[config.mk]
export PLATFORM = sky130hd
export DESIGN_NAME = lsu_bus_unit
export DESIGN_NICKNAME = d
export VERILOG_FILES = /design/src/rtl/lsu_bus_unit.sv
export SDC_FILE = /design/constraint.sdc
export NUM_CORES = 1
export LEC_CHECK = 0
export ABC_AREA = 1
export CAP_MARGIN = 15
export CORE_MARGIN = 5
export CORE_UTILIZATION = 25
export DETAILED_ROUTE_END_ITERATION = 6
export PLACE_DENSITY = 0.6
export SLEW_MARGIN = 20
export SYNTH_ARGS = -nofsm -noshare
export SYNTH_HDL_FRONTEND = slang
export SYNTH_SLANG_ARGS = --single-unit
[constraint.sdc]
create_clock -name clk -period 2.6 [get_ports clk]
set_input_delay 0.52 -clock clk [delete_from_list [all_inputs] [get_ports clk]]
set_output_delay 0.52 -clock clk [all_outputs]
set_load 0.005 [all_outputs]
[src/rtl/lsu_bus_unit.sv]
`default_nettype none
// ============================================================================
// Module   : lsu_bus_unit
// Purpose  : Load/store unit behind the Memory stage. Turns an M-stage access
//            into a req/ack transaction on a word-wide bus. It places store
//            bytes on the correct lanes, extends load data, and stalls the
//            pipeline while a transaction is outstanding.
// Ports    : clk, reset (async, active-low)
//            MemWriteM/MemReadM/funct3M/Mem_WrAddr/Mem_WrData : M-stage access
//            ReadData   : extended load data, valid in the DONE cycle
//            StallM     : hold F/D/E/M while the access is in flight
//            misaligned : pulse for a misaligned address or illegal funct3
//            bus_err    : pulse after an ack timeout
//            bus_req/we/addr/be/wdata (registered), bus_rdata, bus_ack : bus
// Revision : 1.0  initial release
// ============================================================================
module lsu_bus_unit #(
  parameter int TIMEOUT = 16,
  parameter int CW      = 5
) (
  input  logic        clk,
  input  logic        reset,
  input  logic        MemWriteM,
  input  logic        MemReadM,
  input  logic [2:0]  funct3M,
  input  logic [31:0] Mem_WrAddr,
  input  logic [31:0] Mem_WrData,
  output logic [31:0] ReadData,
  output logic        StallM,
  output logic        misaligned,
  output logic        bus_err,
  output logic        bus_req,
  output logic        bus_we,
  output logic [31:0] bus_addr,
  output logic [3:0]  bus_be,
  output logic [31:0] bus_wdata,
  input  logic [31:0] bus_rdata,
  input  logic        bus_ack
);

  typedef enum logic [1:0] {
    S_IDLE = 2'd0,
    S_WAIT = 2'd1,
    S_DONE = 2'd2
  } state_t;

  localparam logic [CW-1:0] C_LAST = CW'(TIMEOUT - 1);

  state_t        r_state;
  logic [CW-1:0] r_cnt;
  logic [2:0]    r_f3;
  logic [1:0]    r_lane;
  logic [31:0]   r_rdata;
  logic          r_err;

  logic          w_access;
  logic          w_f3_ok;
  logic          w_align_ok;
  logic          w_legal;
  logic          w_start;
  logic [3:0]    w_be;
  logic [31:0]   w_wdata;
  logic [7:0]    w_byte;
  logic [15:0]   w_half;
  logic [31:0]   w_ext;

  // ---------------------------------------------------------------------------
  // Access decode and legality
  // ---------------------------------------------------------------------------
  assign w_access = MemWriteM | MemReadM;

  always_comb begin
    w_f3_ok = 1'b0;
    if (MemWriteM) begin
      // A simultaneous read strobe is ignored: the access is a store.
      w_f3_ok = (funct3M == 3'b000) || (funct3M == 3'b001) || (funct3M == 3'b010);
    end else begin
      w_f3_ok = (funct3M == 3'b000) || (funct3M == 3'b001) || (funct3M == 3'b010) ||
                (funct3M == 3'b100) || (funct3M == 3'b101);
    end
  end

  always_comb begin
    w_align_ok = 1'b1;
    case (funct3M[1:0])
      2'b01:   w_align_ok = ~Mem_WrAddr[0];
      2'b10:   w_align_ok = (Mem_WrAddr[1:0] == 2'b00);
      default: w_align_ok = 1'b1;
    endcase
  end

  assign w_legal = w_f3_ok & w_align_ok;
  assign w_start = (r_state == S_IDLE) & w_access & w_legal;

  // Size-based lane mask and lane-replicated write data. Loads reuse the
  // mask; their write data is don't-care on the bus since bus_we is 0.
  always_comb begin
    w_be    = 4'b1111;
    w_wdata = Mem_WrData;
    case (funct3M[1:0])
      2'b00: begin
        w_be    = 4'b0001 << Mem_WrAddr[1:0];
        w_wdata = {4{Mem_WrData[7:0]}};
      end
      2'b01: begin
        w_be    = 4'b0011 << Mem_WrAddr[1:0];
        w_wdata = {2{Mem_WrData[15:0]}};
      end
      default: begin
        w_be    = 4'b1111;
        w_wdata = Mem_WrData;
      end
    endcase
  end

  // ---------------------------------------------------------------------------
  // Load extension from the held read word
  // ---------------------------------------------------------------------------
  assign w_byte = r_rdata[{r_lane, 3'b000} +: 8];
  assign w_half = r_rdata[{r_lane[1], 4'b0000} +: 16];

  always_comb begin
    w_ext = r_rdata;
    case (r_f3)
      3'b000:  w_ext = {{24{w_byte[7]}}, w_byte};
      3'b100:  w_ext = {24'd0, w_byte};
      3'b001:  w_ext = {{16{w_half[15]}}, w_half};
      3'b101:  w_ext = {16'd0, w_half};
      default: w_ext = r_rdata;
    endcase
  end

  assign ReadData   = (r_state == S_DONE) ? w_ext : 32'd0;
  assign StallM     = w_start | (r_state == S_WAIT);
  // Illegal accesses retire in the same IDLE cycle, so the flag is flagged
  // alongside them rather than a cycle later.
  assign misaligned = reset & (r_state == S_IDLE) & w_access & ~w_legal;
  assign bus_err    = r_err;

  // ---------------------------------------------------------------------------
  // Transaction FSM with registered bus outputs
  // ---------------------------------------------------------------------------
  always_ff @(posedge clk or negedge reset) begin
    if (!reset) begin
      r_state   <= S_IDLE;
      r_cnt     <= '0;
      r_f3      <= 3'd0;
      r_lane    <= 2'd0;
      r_rdata   <= 32'd0;
      r_err     <= 1'b0;
      bus_req   <= 1'b0;
      bus_we    <= 1'b0;
      bus_addr  <= 32'd0;
      bus_be    <= 4'd0;
      bus_wdata <= 32'd0;
    end else begin
      r_err <= 1'b0;
      case (r_state)
        S_IDLE: begin
          // bus_ack is ignored here: no request is outstanding.
          if (w_start) begin
            r_f3      <= funct3M;
            r_lane    <= Mem_WrAddr[1:0];
            r_cnt     <= '0;
            bus_req   <= 1'b1;
            bus_we    <= MemWriteM;
            bus_addr  <= {Mem_WrAddr[31:2], 2'b00};
            bus_be    <= w_be;
            bus_wdata <= w_wdata;
            r_state   <= S_WAIT;
          end
        end
        S_WAIT: begin
          // An ack on the expiry cycle takes priority over the timeout.
          if (bus_ack) begin
            r_rdata <= bus_rdata;
            bus_req <= 1'b0;
            r_state <= S_DONE;
          end else if (r_cnt == C_LAST) begin
            r_rdata <= 32'd0;
            bus_req <= 1'b0;
            r_err   <= 1'b1;
            r_state <= S_DONE;
          end else begin
            r_cnt <= r_cnt + 1'b1;
          end
        end
        S_DONE: begin
          // M-stage inputs are still the retiring access; do not resample.
          r_state <= S_IDLE;
        end
        default: r_state <= S_IDLE;
      endcase
    end
  end

endmodule
`default_nettype wire

## Word-level counts from Yosys, hierarchy flattened

Cells that the tools add are included.

| storage, ports and cells | value |
|---|---|
| input bits | 104 |
| flip-flop bits (word level) | 113 |
| output and inout port bits | 105 |

| operators by class | value |
|---|---|
| shift operators | 4 |
| eq/ne operators | 16 |
| bitwise operators | 10 |
| add/subtract/negate cells | 1 |
| reductions and logical operators | 16 |
| muxes and demuxes | 23 |

Operators with widths:

| operator | count |
|---|---|
| 32-bit one-hot mux with 4 select lines | 1 |
| 32-bit two-way mux | 3 |
| 32-bit one-hot mux with 2 select lines | 1 |
| 32-bit by 6-bit variable part select with 16-bit output | 1 |
| 32-bit by 6-bit variable part select with 8-bit output | 1 |
| 5-bit two-way mux | 3 |
| 3-bit == test, second input constant | 4 |
| 5-bit one-hot mux with 2 select lines | 1 |
| 4-bit one-hot mux with 2 select lines | 1 |
| 1-bit two-way mux | 7 |
| 1-bit bitwise AND | 6 |
| 3-bit by 1-bit == test with 1-bit output, second input constant | 2 |
| 2-bit zero test | 3 |
| 3-bit zero test | 2 |
| 2-bit two-way mux | 3 |
| 2-bit != test, second input constant | 3 |
| 2-bit AND reduction | 3 |
| 5-bit by 1-bit adder with 5-bit output, second input constant | 1 |
| 5-bit by 4-bit == test with 1-bit output, second input constant | 1 |
| 2-bit by 1-bit == test with 1-bit output, second input constant | 2 |
| 2-bit == test, second input constant | 2 |
| 1-bit logical OR | 4 |
| 1-bit one-hot mux with 2 select lines | 2 |
| 2-bit one-hot mux with 2 select lines | 1 |
| 9 further kinds | 12 |

## Depth between registers and ports, before layout

| depth | value |
|---|---|
| word-level depth | 10 |
| mapped depth | 10 |
| mapped depth without buffers | 10 |

## Least setup slack after synthesis

No wires, ideal clock.

| path | value |
|---|---|
| kind | input to output |
| start point | in funct3M[0] |
| end point | out StallM |
| path slack | 0.448 ns |
| cell stages on the path | 8 |
| arrival time | 1.632 ns |
| buffers on the path | 2 |
| cells stage by stage | inv_1 -> ha_1 -> nor2_2 -> a21boi_2 -> nand3_2 -> buf_4 -> buf_6 -> nand2_1 |

| on the way | value |
|---|---|
| cells in the longest elaborated chain, start to end | 9 |

RTL lines:

| item | RTL line | text |
|---|---|---|
| from (decl) | 25 | `input logic [2:0] funct3M,` |
| 3-bit by 1-bit == test with 1-bit output or 3-bit zero test (tied branches) | 76, 78 |  |
| 1-bit logical OR (2 in a row) | 76, 78 |  |
| 1-bit logical OR | 78 | `w_f3_ok = (funct3M == 3'b000) \|\| (funct3M == 3'b001) \|\| (funct3M == 3'b010) \|\|` |
| 1-bit logical OR | 79 | `(funct3M == 3'b100) \|\| (funct3M == 3'b101);` |
| 1-bit two-way mux | 74 | `if (MemWriteM) begin` |
| 1-bit bitwise AND * | 92 | `assign w_legal = w_f3_ok & w_align_ok;` |
| 1-bit bitwise AND * | 93 | `assign w_start = (r_state == S_IDLE) & w_access & w_legal;` |
| 1-bit OR * | 134 | `assign StallM = w_start \| (r_state == S_WAIT);` |
| to (decl) | 29 | `output logic StallM,` |

Every way passes the cells marked *; elsewhere a longest branch is shown, timed or not.

## Worst setup path in the final report

Ends and elaborated chain as after synthesis.

==> run_results.csv <==
group,metric,value,unit
outcome,status,"finished, final reports clean",
synthesis,yosys.area_share.adder,0.0114,
clock_tree,clkLatencyLatePin,410,ps
critical_path,critical_path.startpoint_type,"input port",
floorplan,die_w,158,um
routing,drt_pass1_iterations,5,
critical_path,critical_path_class,"input port to output pin",
routing,via_count,5430,
final_layout,syn_to_final_growth,59.8,%
timing,fin_crit_sh,0.950,
timing,fin_hold_ws,259,ps
global_route,grt_antenna_before_repair,0,
global_route,grt_use_total,0.151,
final_layout,fin_area,8750,um2
power,power.density,980,nW/um2
timing,final_hold_viol_count,0,
routing,wl_per_cell,15.4,um
timing,slew_headroom,0.474,
synthesis,yosys.area_share.simple,0.278,
power,max-vdd-ir-drop,442,uV
placed_design,dpl-instance-area,7930,um2
timing,skew,11.7,ps
final_layout,nets,1045,
synthesis,synth_compound_area_frac,0.119,
clock_tree,cts_hold_buf,0,
critical_path,cp.required,2080,ps
routing,drc,0,
final_layout,final_common_cell,"nand2_1",
clock_tree,cts.path.max_buffers,2,
timing,setup_viol,0,
placed_design,dp.cells,1191,
synthesis,yosysSeqAreaShare,0.517,
global_route,grt_pass1_wl,29400,um
clock_tree,cts_tree,"built",
floorplan,die_area,25000,um2
routing,drt-total-wl,18900,um
final_layout,drive_gt1_frac,0.105,
synthesis,synthXorXnorAreaFrac,0.00320,
synthesis,netlist_area,5470,um2
floorplan,start_util,0.252,
synthesis,netlist_instances,716,
synthesis,synth_top_family_by_area,"simple AND/OR/NAND/NOR gates",
clock_tree,clkTransAtPathRegs,50,ps
final_layout,most-common-layout-cells,"nand2_1 (248), clkdlybuf4s50_1 (171), dfrtp_1 (112), o21ai_0 (79), nor2_1 (62)",
critical_path,endpoint_kind,"output pin",
timing,worst_pin_slew,789,ps
synthesis,synth_area_per_cell,7.65,um2
timing,drv_slew,0,
final_layout,fin_cells,1227,
clock_tree,clkSinkCount,113,
placed_design,port_buffers,206,
critical_path,crit_arrival,1950,ps
synthesis,synthMuxAreaShare,0,
routing,via_per_inst,4.43,
routing,final_antenna_net_count,0,
synthesis,synth-seq-cells,113,
global_route,grt_overflow_total,0,
global_route,grt_max_degree,88,
power,report.power.total,8570,uW
min_path,min_path_type,"input port to asynchronous set/reset pin",
final_layout,antenna_cells,0,
clock_tree,ctsRootBufferMaster,"clkbuf_16",
floorplan,dieHeight,158,um
flow_run,maxCapViolations,0,
timing,fmax,0.405,GHz
global_route,first_global_vias,5360,
synthesis,yosys_warnings,0,
floorplan,rows,54,
placed_design,gp_congestion,0.831,
floorplan,core-area,21700,um2
clock_tree,numCtsBuffers,17,
timing,period_minus_slack,2470,ps
synthesis,yosysUniqueCellTypes,26,
floorplan,pin_count,209,
final_layout,fin_util,0.403,
placed_design,place_hpwl,13600,um
clock_tree,cts.htree.levels,4,
power,p_leak,0.00444,uW
critical_path,crit_fanout,3,
routing,drtIter0Drc,300,
-- timing repair --
| item | in CTS | in global routing |
|---|---|---|
| gates cloned | 1 | 0 |
| buffers inserted | 2 | 3 |
| gates resized for setup | 50 | 34 |
| endpoints found under the setup margin | 34 | 18 |
| pin swaps | 4 | 5 |
-- Yosys cell counts (all sizes together) --
cell type	number	area (um2)
a211oi	7	52.6
a21boi	1	11.3
a21oi	28	140
buf	18	124
clkbuf	24	90.1
clkinv	2	7.51
conb	1	3.75
dfrtp	113	2830
ha	5	62.6
inv	45	169
nand2	253	955
nand3	50	255
nand3b	1	7.51
nor2	68	258
nor3	9	45.0
o211ai	1	7.51
o21ai	88	440
xor2	2	17.5
-- per-layer routing --
metal  up-vias  part of all wire  global-route usage
met1      2492              0.44               0.198
met2       199              0.44               0.231
met4         0             0.013              0.0439
met3        16              0.10              0.0588
li1       2723                 -                   -
met5         -                 0                   0
-- flip-flops by register name, indices dropped and copies added (netlist names) --
| signal | count |
|---|---|
| r_f3 | 3 |
| bus_req | 1 |
| bus_we | 1 |
| r_cnt | 5 |
| bus_addr | 30 |
| r_lane | 2 |
| r_state | 2 |
| r_rdata | 32 |
| bus_wdata | 32 |
| bus_err | 1 |
| bus_be | 4 |
-- worst max-delay path, stage by stage --
cell and delay [ps]:
clkdlybuf4s50_1 490, inv_1 80, ha_2 320, nand3_2 110, nand3_4 100, nand2_1 50
dlygate4sd2_1 280
-- metrics by stage --
stage               setup slack, ps  TNS (ps)
finish                          130         0
global route                 -0.464    -0.464
CTS                           -15.6     -17.7
detailed placement             -246     -1270
global placement               -193      -353
floorplan                       448         0
-- final timing paths --
| check | startpoint | endpoint | slack (ps) | depth (start not counted) |
|---|---|---|---|---|
| min reg2reg | bus_addr[29]$_DFFE_PN0P_ | bus_addr[29]$_DFFE_PN0P_ | 480 | 2 |
| max reg2reg | r_cnt[0]$_DFFE_PN0P_ | r_cnt[2]$_DFFE_PN0P_ | 630 | 10 |
| min | reset | bus_be[0]$_DFFE_PN0P_ | 260 | 2 |
| max in group asynchronous | reset | r_lane[1]$_DFFE_PN0P_ | 1050 | 3 |
| min in group clk | bus_addr[29]$_DFFE_PN0P_ | bus_addr[29]$_DFFE_PN0P_ | 480 | 2 |
| max | funct3M[0] | StallM | 130 | 7 |
-- logic make-up after synthesis --
| logic type | after synthesis |
|---|---|
| AO/OA/AOI/OAI | 125 |
| other | 1 |
| adder cells (fa/ha/maj) | 5 |
| flip-flops | 113 |
| buffers and inverters | 89 |
| AND/OR/NAND/NOR | 381 |
| XOR/XNOR | 2 |
-- final cells by class --
cell class,instances,area [um2]
Timing Repair Buffer,242,2400
Multi-Input combinational cell,515,2360
Inverter,47,179
Clock inverter,10,159
Sequential cell,113,2830
Fill cell,2210,12900
Clock buffer,20,467
Tap cell,280,350
-- power breakdown --
group          switching (uW)  internal (uW)  total, uW
Combinational            1500           1610       3110
Sequential                482           2480       2960
Clock                     834           1660       2500
(Power assumes the default switching activity.)
